$ cat src/rtl/lfsr_pkg.sv
// Shared helpers and limits for the XNOR Fibonacci LFSR.
// Shift functions operate on a 32-bit container masked to width.
package lfsr_pkg;

  localparam int LFSR_MAX_W = 32;
  localparam int LFSR_MIN_W = 3;

  function automatic logic [LFSR_MAX_W-1:0] lfsr_shift(
    input logic [LFSR_MAX_W-1:0] state,
    input int                    width,
    input int                    tap_a,
    input int                    tap_b
  );
    logic                  fb;
    logic [LFSR_MAX_W-1:0] mask;
    logic [LFSR_MAX_W-1:0] res;
    fb = state[5'(tap_a-1)] ~^ state[5'(tap_b-1)];
    for (int i = 0; i < LFSR_MAX_W; i++)
      mask[i] = (i < width);
    res = {state[LFSR_MAX_W-2:0], fb} & mask;
    return res;
  endfunction

  function automatic logic [LFSR_MAX_W-1:0] lfsr_advance(
    input logic [LFSR_MAX_W-1:0] state,
    input int                    width,
    input int                    tap_a,
    input int                    tap_b,
    input int                    steps
  );
    logic [LFSR_MAX_W-1:0] s;
    s = state;
    for (int i = 0; i < LFSR_MAX_W; i++)
      if (i < steps)
        s = lfsr_shift(s, width, tap_a, tap_b);
    return s;
  endfunction

endpackage

$ cat src/rtl/lfsr_prng.sv
// XNOR Fibonacci LFSR with seed load, multi-step advance,
// all-ones lock-up recovery and a registered threshold hit.
module lfsr_prng
  import lfsr_pkg::*;
#(
  parameter int WIDTH = 10,
  parameter int TAP_A = 10,
  parameter int TAP_B = 7,
  parameter int STEPS = 1,
  parameter int CMP_W = 4
) (
  input  logic             clk,
  input  logic             reset,
  input  logic             en,
  input  logic             load,
  input  logic [WIDTH-1:0] seed,
  input  logic [CMP_W-1:0] thresh,
  output logic [WIDTH-1:0] out,
  output logic             valid,
  output logic             hit,
  output logic             lockup
);

  if (WIDTH < LFSR_MIN_W || WIDTH > LFSR_MAX_W) begin : g_bad_width
    $error("lfsr_prng: WIDTH out of range");
  end
  if (TAP_A != WIDTH) begin : g_bad_tap_a
    $error("lfsr_prng: TAP_A must equal WIDTH");
  end
  if (TAP_B < 1 || TAP_B >= WIDTH) begin : g_bad_tap_b
    $error("lfsr_prng: TAP_B out of range");
  end
  if (STEPS < 1 || STEPS > WIDTH) begin : g_bad_steps
    $error("lfsr_prng: STEPS out of range");
  end
  if (CMP_W < 1 || CMP_W > WIDTH) begin : g_bad_cmp_w
    $error("lfsr_prng: CMP_W out of range");
  end

  logic [WIDTH-1:0] r_out;
  logic             r_valid;
  logic             r_hit;
  logic             r_lockup;

  logic [WIDTH-1:0] w_next;
  logic             w_upd;
  logic             w_lock;

  // Next state: load beats en; all-ones is forced back to zero.
  always_comb begin
    w_next = r_out;
    w_lock = 1'b0;
    w_upd  = load | en;
    if (load) begin
      if (&seed) begin
        w_next = '0;
        w_lock = 1'b1;
      end else begin
        w_next = seed;
      end
    end else if (en) begin
      if (&r_out) begin
        w_next = '0;
        w_lock = 1'b1;
      end else begin
        w_next = WIDTH'(lfsr_advance(32'(r_out), WIDTH,
                                     TAP_A, TAP_B, STEPS));
      end
    end
  end

  // State and status registers; hit follows only updated states.
  always_ff @(posedge clk) begin
    if (reset) begin
      r_out    <= '0;
      r_valid  <= 1'b0;
      r_hit    <= 1'b0;
      r_lockup <= 1'b0;
    end else begin
      r_out    <= w_next;
      r_valid  <= w_upd;
      r_lockup <= w_lock;
      if (w_upd)
        r_hit <= (w_next[CMP_W-1:0] < thresh);
    end
  end

  assign out    = r_out;
  assign valid  = r_valid;
  assign hit    = r_hit;
  assign lockup = r_lockup;

endmodule

$ cat config.mk
export PLATFORM = sky130hd
export DESIGN_NAME = lfsr_prng
export DESIGN_NICKNAME = d
export VERILOG_FILES = /design/src/rtl/lfsr_pkg.sv /design/src/rtl/lfsr_prng.sv
export SDC_FILE = /design/constraint.sdc
export NUM_CORES = 1
export LEC_CHECK = 0
export BUFFER_PORTS_ARGS = -buffer_cell sky130_fd_sc_hd__clkbuf_2
export CORE_MARGIN = 4
export CORE_UTILIZATION = 35
export DETAILED_ROUTE_END_ITERATION = 8
export PLACE_DENSITY_LB_ADDON = 0.05
export SETUP_SLACK_MARGIN = 0.2
export SLEW_MARGIN = 5
export SYNTH_ARGS = -nofsm -noshare
export SYNTH_HDL_FRONTEND = slang
export SYNTH_SLANG_ARGS = --single-unit
$ cat constraint.sdc
create_clock -name clk -period 3.3 [get_ports clk]
set_input_delay 0.99 -clock clk [delete_from_list [all_inputs] [get_ports clk]]
set_output_delay 0.99 -clock clk [all_outputs]
set_load 0.05 [all_outputs]
==> metrics.csv, run 1 <==
metric,value,unit
run status,"finished, final reports clean",
"Seq/Total Area, Yosys",0.338,
Critical path buffers and inverters,1,
Fmax,377,MHz
Max-slew headroom,0.559,
Post-Syn Nets,111,
post-detail-place hpwl,1630,microns
DR iter-0 viols,28,
clk buf depth,2,
CTS root buffer,clkbuf_4,
Critical Path RT,3.50,ns
CTS tree,built,
Startpoint Class,input pin,
share of cells above drive strength 1,0.328,
PD cells,411,nW/um^2
Initial Util,0.381,
"most used cell, CP",a21oi_1,
vias in the first global route,746,
peak supply drop,221,uV
Setup Skew,0.00600,ns
slowest CP cell,o41a_1,
core area,2020,sq um
Slew Limit Fails,0,
CP top delay family,compound AO/OA/AOI/OAI gates,
Synth Register Bits,13,
fillcell total,206,
Mapped Area,769,sq um
Final Setup Violations,0,
gr usage total,0.162,
Final ANT Viol Nets,0,
Resize count post-CTS,0,
placed cell count,142,
Reg2Reg Depth,9,
cells after synthesis,90,
Post-Syn Area per Cell,8.55,sq um
hold-fix buffer count after cts,0,
Post-route DRC,0,
I/O pin cnt,31,
input/output buffers,30,
final worst-path cycle share,0.804,
routed length per instance,14.4,microns
CP Capture Type,flip-flop,
die width,54.9,microns
crit path time final,2.65,ns
hold depth,2,
Die Y,54.9,microns
post-route setup TNS,0,ns
WP depth,10,
# clock sinks,13,
Worst-path clk slew,0.08,ns
global route overflow,0,
CP Cell Sequence,clkbuf_2 > nand4_1 > o41a_1 > nand2_1 > o21ai_0 > ha_1 > a21oi_1 > and3_1 > a21oi_1 > o22ai_1,
Max-Cap Viols,0,
die area,3010,sq um
Yosys cell types,31,
Crit Path Max Fanout,12,
DR vias/cell,5.53,
final wirelength,2110,microns
"Cell Count, Final, Fillers Out",146,
postcts setup bufs,0,
Ys Warns,0,
P&R area growth vs syn,23.7,%
cts bufs inserted,3,
Site Rows,16,
slew of the pin with the lowest slew margin,0.659,ns
DR pass1 iterations,4,
Setup Slack @ Placement,0.392,ns
antenna violations before repair,0,
H-Tree Depth,1,
unrepaired setup endpoints after global routing,false,
Tightest Hold Check Type,flip-flop to flip-flop,
detailed-route via count,807,
largest net degree at the start of global routing,18,
Clock Latency Late Sink,0.27,ns
ant diodes,0,
setup ws final,0.648,ns
Crit Path Category,input pin to flip-flop,
Placer Congestion,0.834,
final hold violations,0,
layout net count,141,
leakage,0.415,nW
Final Power,0.000392,W
first-pass GRT wire length,3470,microns
CP max stage delay,0.58,ns
"Arr. time, crit path",2.85,ns
cell usage after synthesis:
library cell  number  area [sq um]
ha_1               3          37.5
nor2b_1            6          37.5
inv_1              3          11.3
and3_1             1          6.26
a221oi_1           2          17.5
nand4b_1           1          8.76
or2_2              1          6.26
nor2_1             8          30.0
a221oi_2           3          45.0
xnor2_1            1          8.76
o211ai_1           1          7.51
clkbuf_1           3          11.3
nand4_1            2          12.5
buf_2              1          5.00
o41a_1             1          11.3
dfxtp_1           13           260
and4_1             3          26.3
nand3_1            1          5.00
a32oi_1            1          8.76
inv_2              1          3.75
a41oi_2            1          16.3
o31ai_1            4          30.0
o22ai_1            1          6.26
a31oi_1            4          25.0
nor3_1             6          30.0
nand3b_1           4          30.0
buf_6              1          11.3
o21ai_0            3          15.0
nand2_1            7          26.3
a21oi_1            2          10.0
o221ai_1           1          8.76
worst paths after layout:
kind	from	slack (ns)	endpoint
setup / recovery	seed[5]	0.65	hit
hold / removal	out[8]	0.54	out[8]
setup reg to reg	out[3]	1.05	hit
hold reg to reg	out[8]	0.54	out[8]
sequential cells by signal, summed over array words and instances, names as in the netlist:
signal	cells
lockup	1
valid	1
out	10
hit	1
worst reg2reg max path: cells and delay by family, from the launching register on:
family | cells | cell delay [ns]
flip-flops | 1 | 0.43
adder cells (fa/ha/maj) | 1 | 0.30
AND/OR/NAND/NOR | 3 | 0.66
AO/OA/AOI/OAI | 5 | 0.79
power by group:
part	internal, W	switching [W]
sequential	0.000168	0.0000120
combinational	0.0000373	0.0000789
clock	0.0000467	0.0000488
metrics by stage:
step | hold WS, ns | util | area (sq um)
3_5_place_dp | 0.524 | 0.458 | 926
6_report | 0.540 | 0.471 | 952
3_3_place_gp | 0.516 | 0.458 | 926
5_1_grt | 0.590 | 0.471 | 952
2_1_floorplan | 0.728 | - | 769
4_1_cts | 0.534 | 0.471 | 952
area by class of cell:
class	count	area, sq um	share of cell area
Inverter	4	15.0	0.0158
Sequential cell	13	260	0.273
Timing Repair Buffer	30	150	0.158
Multi-Input combinational cell	68	467	0.490
Clock buffer	4	26.3	0.0276
Tap cell	27	33.8	0.0355
routing by layer:
metal  part of all wire  wire length [microns]  global-route usage  vias up
met5                  0                      0                   0        -
met4             0.0062                     13              0.0607        0
met3              0.084                    178              0.0295        2
met2               0.42                    885               0.238       32
met1               0.49                   1030               0.233      368
li1                   -                      -                   -      405
cells by family (layout without fill, tap and decap cells):
kind of cell    count (synthesis)  after routing  synth area share
fa+ha+maj                       3              3            0.0488
buf+inv                         9             38            0.0553
compound gates                 24             24             0.262
xor+xnor                        1              1            0.0114
simple gates                   40             40             0.285
flops                          13             13             0.338
placed cells by master (no fill, tap or decap):
cell	n
nand3b_1	4
a32oi_1	1
inv_1	3
or2_2	1
clkbuf_2	30
a221oi_2	3
o31ai_1	4
o211ai_1	1
a31oi_1	4
clkbuf_4	3
nand4b_1	1
nand3_1	1
xnor2_1	1
o41a_1	1
nor2_1	8
o221ai_1	1
and3_1	1
and4_1	3
clkbuf_1	1
a41oi_2	1
a21oi_1	2
a221oi_1	2
o22ai_1	1
inv_2	1
nand4_1	2
o21ai_0	3
ha_1	3
nor2b_1	6
nor3_1	6
nand2_1	7
dfxtp_1	13
No activity file was read; power rests on OpenSTA's default activity.
==> inputs of run 2 (changes only) <==
Clock period 3.3 ns to 2.29 ns, I/O delays scaled along.
==> run 2 against run 1 <==
  * Die area did not move
  * Global-route usage rose by 0.76 points
  * Power rose by 53%
  * Utilization rose by 8.5 points
  * Critical endpoint unchanged
  * Worst setup slack got worse by 0.48 ns
  * Combinational power rose by 66%
  * Sequential share of layout area fell by 2.8 points
==> metrics.csv, run 2 (same netlist as run 1, synthesis figures left out) <==
metric,value,unit,change
run status,"finished, final reports clean",,
core area,2020,sq um,unchanged
Crit Path Category,flip-flop to flip-flop,,
Initial Util,0.381,,unchanged
CP Capture Type,flip-flop,,
"Arr. time, crit path",2.28,ns,-0.57 ns
Max-slew headroom,0.750,,+0.191
first-pass GRT wire length,3640,microns,+4.8%
gr usage total,0.170,,+0.00764
peak supply drop,335,uV,+52%
routed length per instance,13.8,microns,-4.8%
unrepaired setup endpoints after global routing,true,,
placed cell count,154,,+8.5%
vias in the first global route,814,,+9.1%
Startpoint Class,flip-flop,,
final wirelength,2200,microns,+4.4%
top routing layer used,met4,,
WL met3,168,microns,-5.6%
PD cells,535,nW/um^2,+30%
Critical path origin,out[3],,
Met1 Wirelength,1010,microns,-2.4%
Final Setup Violations,0,,unchanged
Post-route DRC,0,,unchanged
share of cells above drive strength 1,0.526,,+0.199
Max-Cap Viols,0,,unchanged
hold-fix buffer count after cts,0,,unchanged
Tightest Hold Check Type,flip-flop to flip-flop,,
global route overflow,0,,unchanged
CTS root buffer,clkbuf_4,,
slew of the pin with the lowest slew margin,0.375,ns,-0.285 ns
DR vias/cell,5.38,,-2.6%
met2 wire length,1010,microns,+14%
Site Rows,16,,unchanged
die width,54.9,microns,unchanged
fillcell total,217,,+5.3%
Clock Latency Late Sink,0.28,ns,about the same
Critical Path RT,2.45,ns,-1.05 ns
launching point of the worst reg2reg path,out[3],,
Fmax,472,MHz,
Worst-path clk slew,0.08,ns,about the same
largest net degree at the start of global routing,18,,unchanged
die area,3010,sq um,unchanged
Placer Congestion,0.746,,-11%
cts bufs inserted,3,,unchanged
ant diodes,0,,unchanged
"commonest non-fill, non-tap cell in the layout",clkbuf_2,,
Die Y,54.9,microns,unchanged
input/output buffers,30,,unchanged
final worst-path cycle share,0.926,,
Critical R2R Capture,hit,,
antenna violations before repair,0,,unchanged
Slew Limit Fails,0,,unchanged
Crit Path Max Fanout,4,,-8
post-detail-place hpwl,1660,microns,+2.0%
crit path time final,2.12,ns,
Hold WS,0.521,ns,-0.0191 ns
DR iter-0 viols,15,,-46%
hold depth,2,,unchanged
CP Capture Point,hit,,
H-Tree Depth,1,,unchanged
Final ANT Viol Nets,0,,unchanged
Reg2Reg Depth,9,,unchanged
final hold violations,0,,unchanged
clk buf depth,2,,unchanged
# clock sinks,13,,unchanged
Largest register FFs,10,,unchanged
r2r setup slk,0.17,ns,-0.88 ns
DR pass1 iterations,4,,unchanged
leakage,0.495,nW,+19%
detailed-route via count,861,,+6.7%
layout net count,155,,+9.9%
"Cell Count, Final, Fillers Out",160,,+9.6%
I/O pin cnt,31,,unchanged
Setup Skew,0.00371,ns,-0.00229 ns
most frequent cells in the layout,"clkbuf_2, buf_4, nor2_1",,
P&R area growth vs syn,46.0,%,
CTS tree,built,,
run 2: cell count changes in the layout (fill, tap and decap cells not counted), moves of 3 or more:
cell     previous run  this run
buf_4               0        14
a31oi_2             0         3
dfxtp_2             0         6
dfxtp_1            13         5
a31oi_1             4         1
run 2: stage by stage:
step	cell area, sq um	setup TNS [ns]	setup slack, ns	total power, W	utilization
4_1_cts	1100	0	0.208	0.000604	0.546
3_5_place_dp	1050	-0.0546	-0.0546	0.000455	0.519
3_3_place_gp	1050	-0.0357	-0.0357	0.000453	0.519
6_report	1120	0	0.169	0.000601	0.556
5_1_grt	1120	0	0.0307	0.000637	0.556
2_1_floorplan	803	0	0.0431	0.000388	-
run 2: per-layer routing:
layer  track usage  vias to the layer above
met4        0.0364                        0
met5             0                        -
met2         0.268                       28
met3        0.0536                        4
li1              -                      433
met1         0.226                      396
run 2: critical path, cell delays in order, from the launching register on:
cell	delay, ns
dfxtp_4	0.38
and4_4	0.24
nand4_1	0.24
a31oi_2	0.31
o21ai_0	0.13
ha_1	0.29
o211ai_1	0.07
and3_1	0.18
a21oi_2	0.09
o22ai_1	0.06
run 2: repair_timing:
item | in CTS | in global routing
buffers inserted | 1 | 1
cloned | 0 | 0
pin swaps | 2 | 3
resized for setup | 6 | 3
setup endpoints to repair | 1 | 1
run 2: how the worst min path moves through the flow:
stage | startpoint | to | slack [ns]
2_1_floorplan | out[8] | out[8] | 0.61
6_report | out[8] | out[8] | 0.52
5_1_grt | hit | hit | 0.56
3_3_place_gp | hit | hit | 0.50
4_1_cts | hit | hit | 0.53
3_5_place_dp | hit | hit | 0.51
run 2: area by class of cell:
cell class | count | area (sq um) | area share
multi-input combinational | 68 | 518 | 0.461
tap | 27 | 33.8 | 0.0301
sequential | 13 | 275 | 0.245
clock buffer | 4 | 26.3 | 0.0234
timing repair buffer | 44 | 255 | 0.227
inverter | 4 | 15.0 | 0.0134
run 2: power by group:
group | switching, W | internal [W]
clock network | 0.0000793 | 0.0000676
logic | 0.000122 | 0.0000707
registers | 0.0000187 | 0.000243
total | 0.000219 | 0.000382
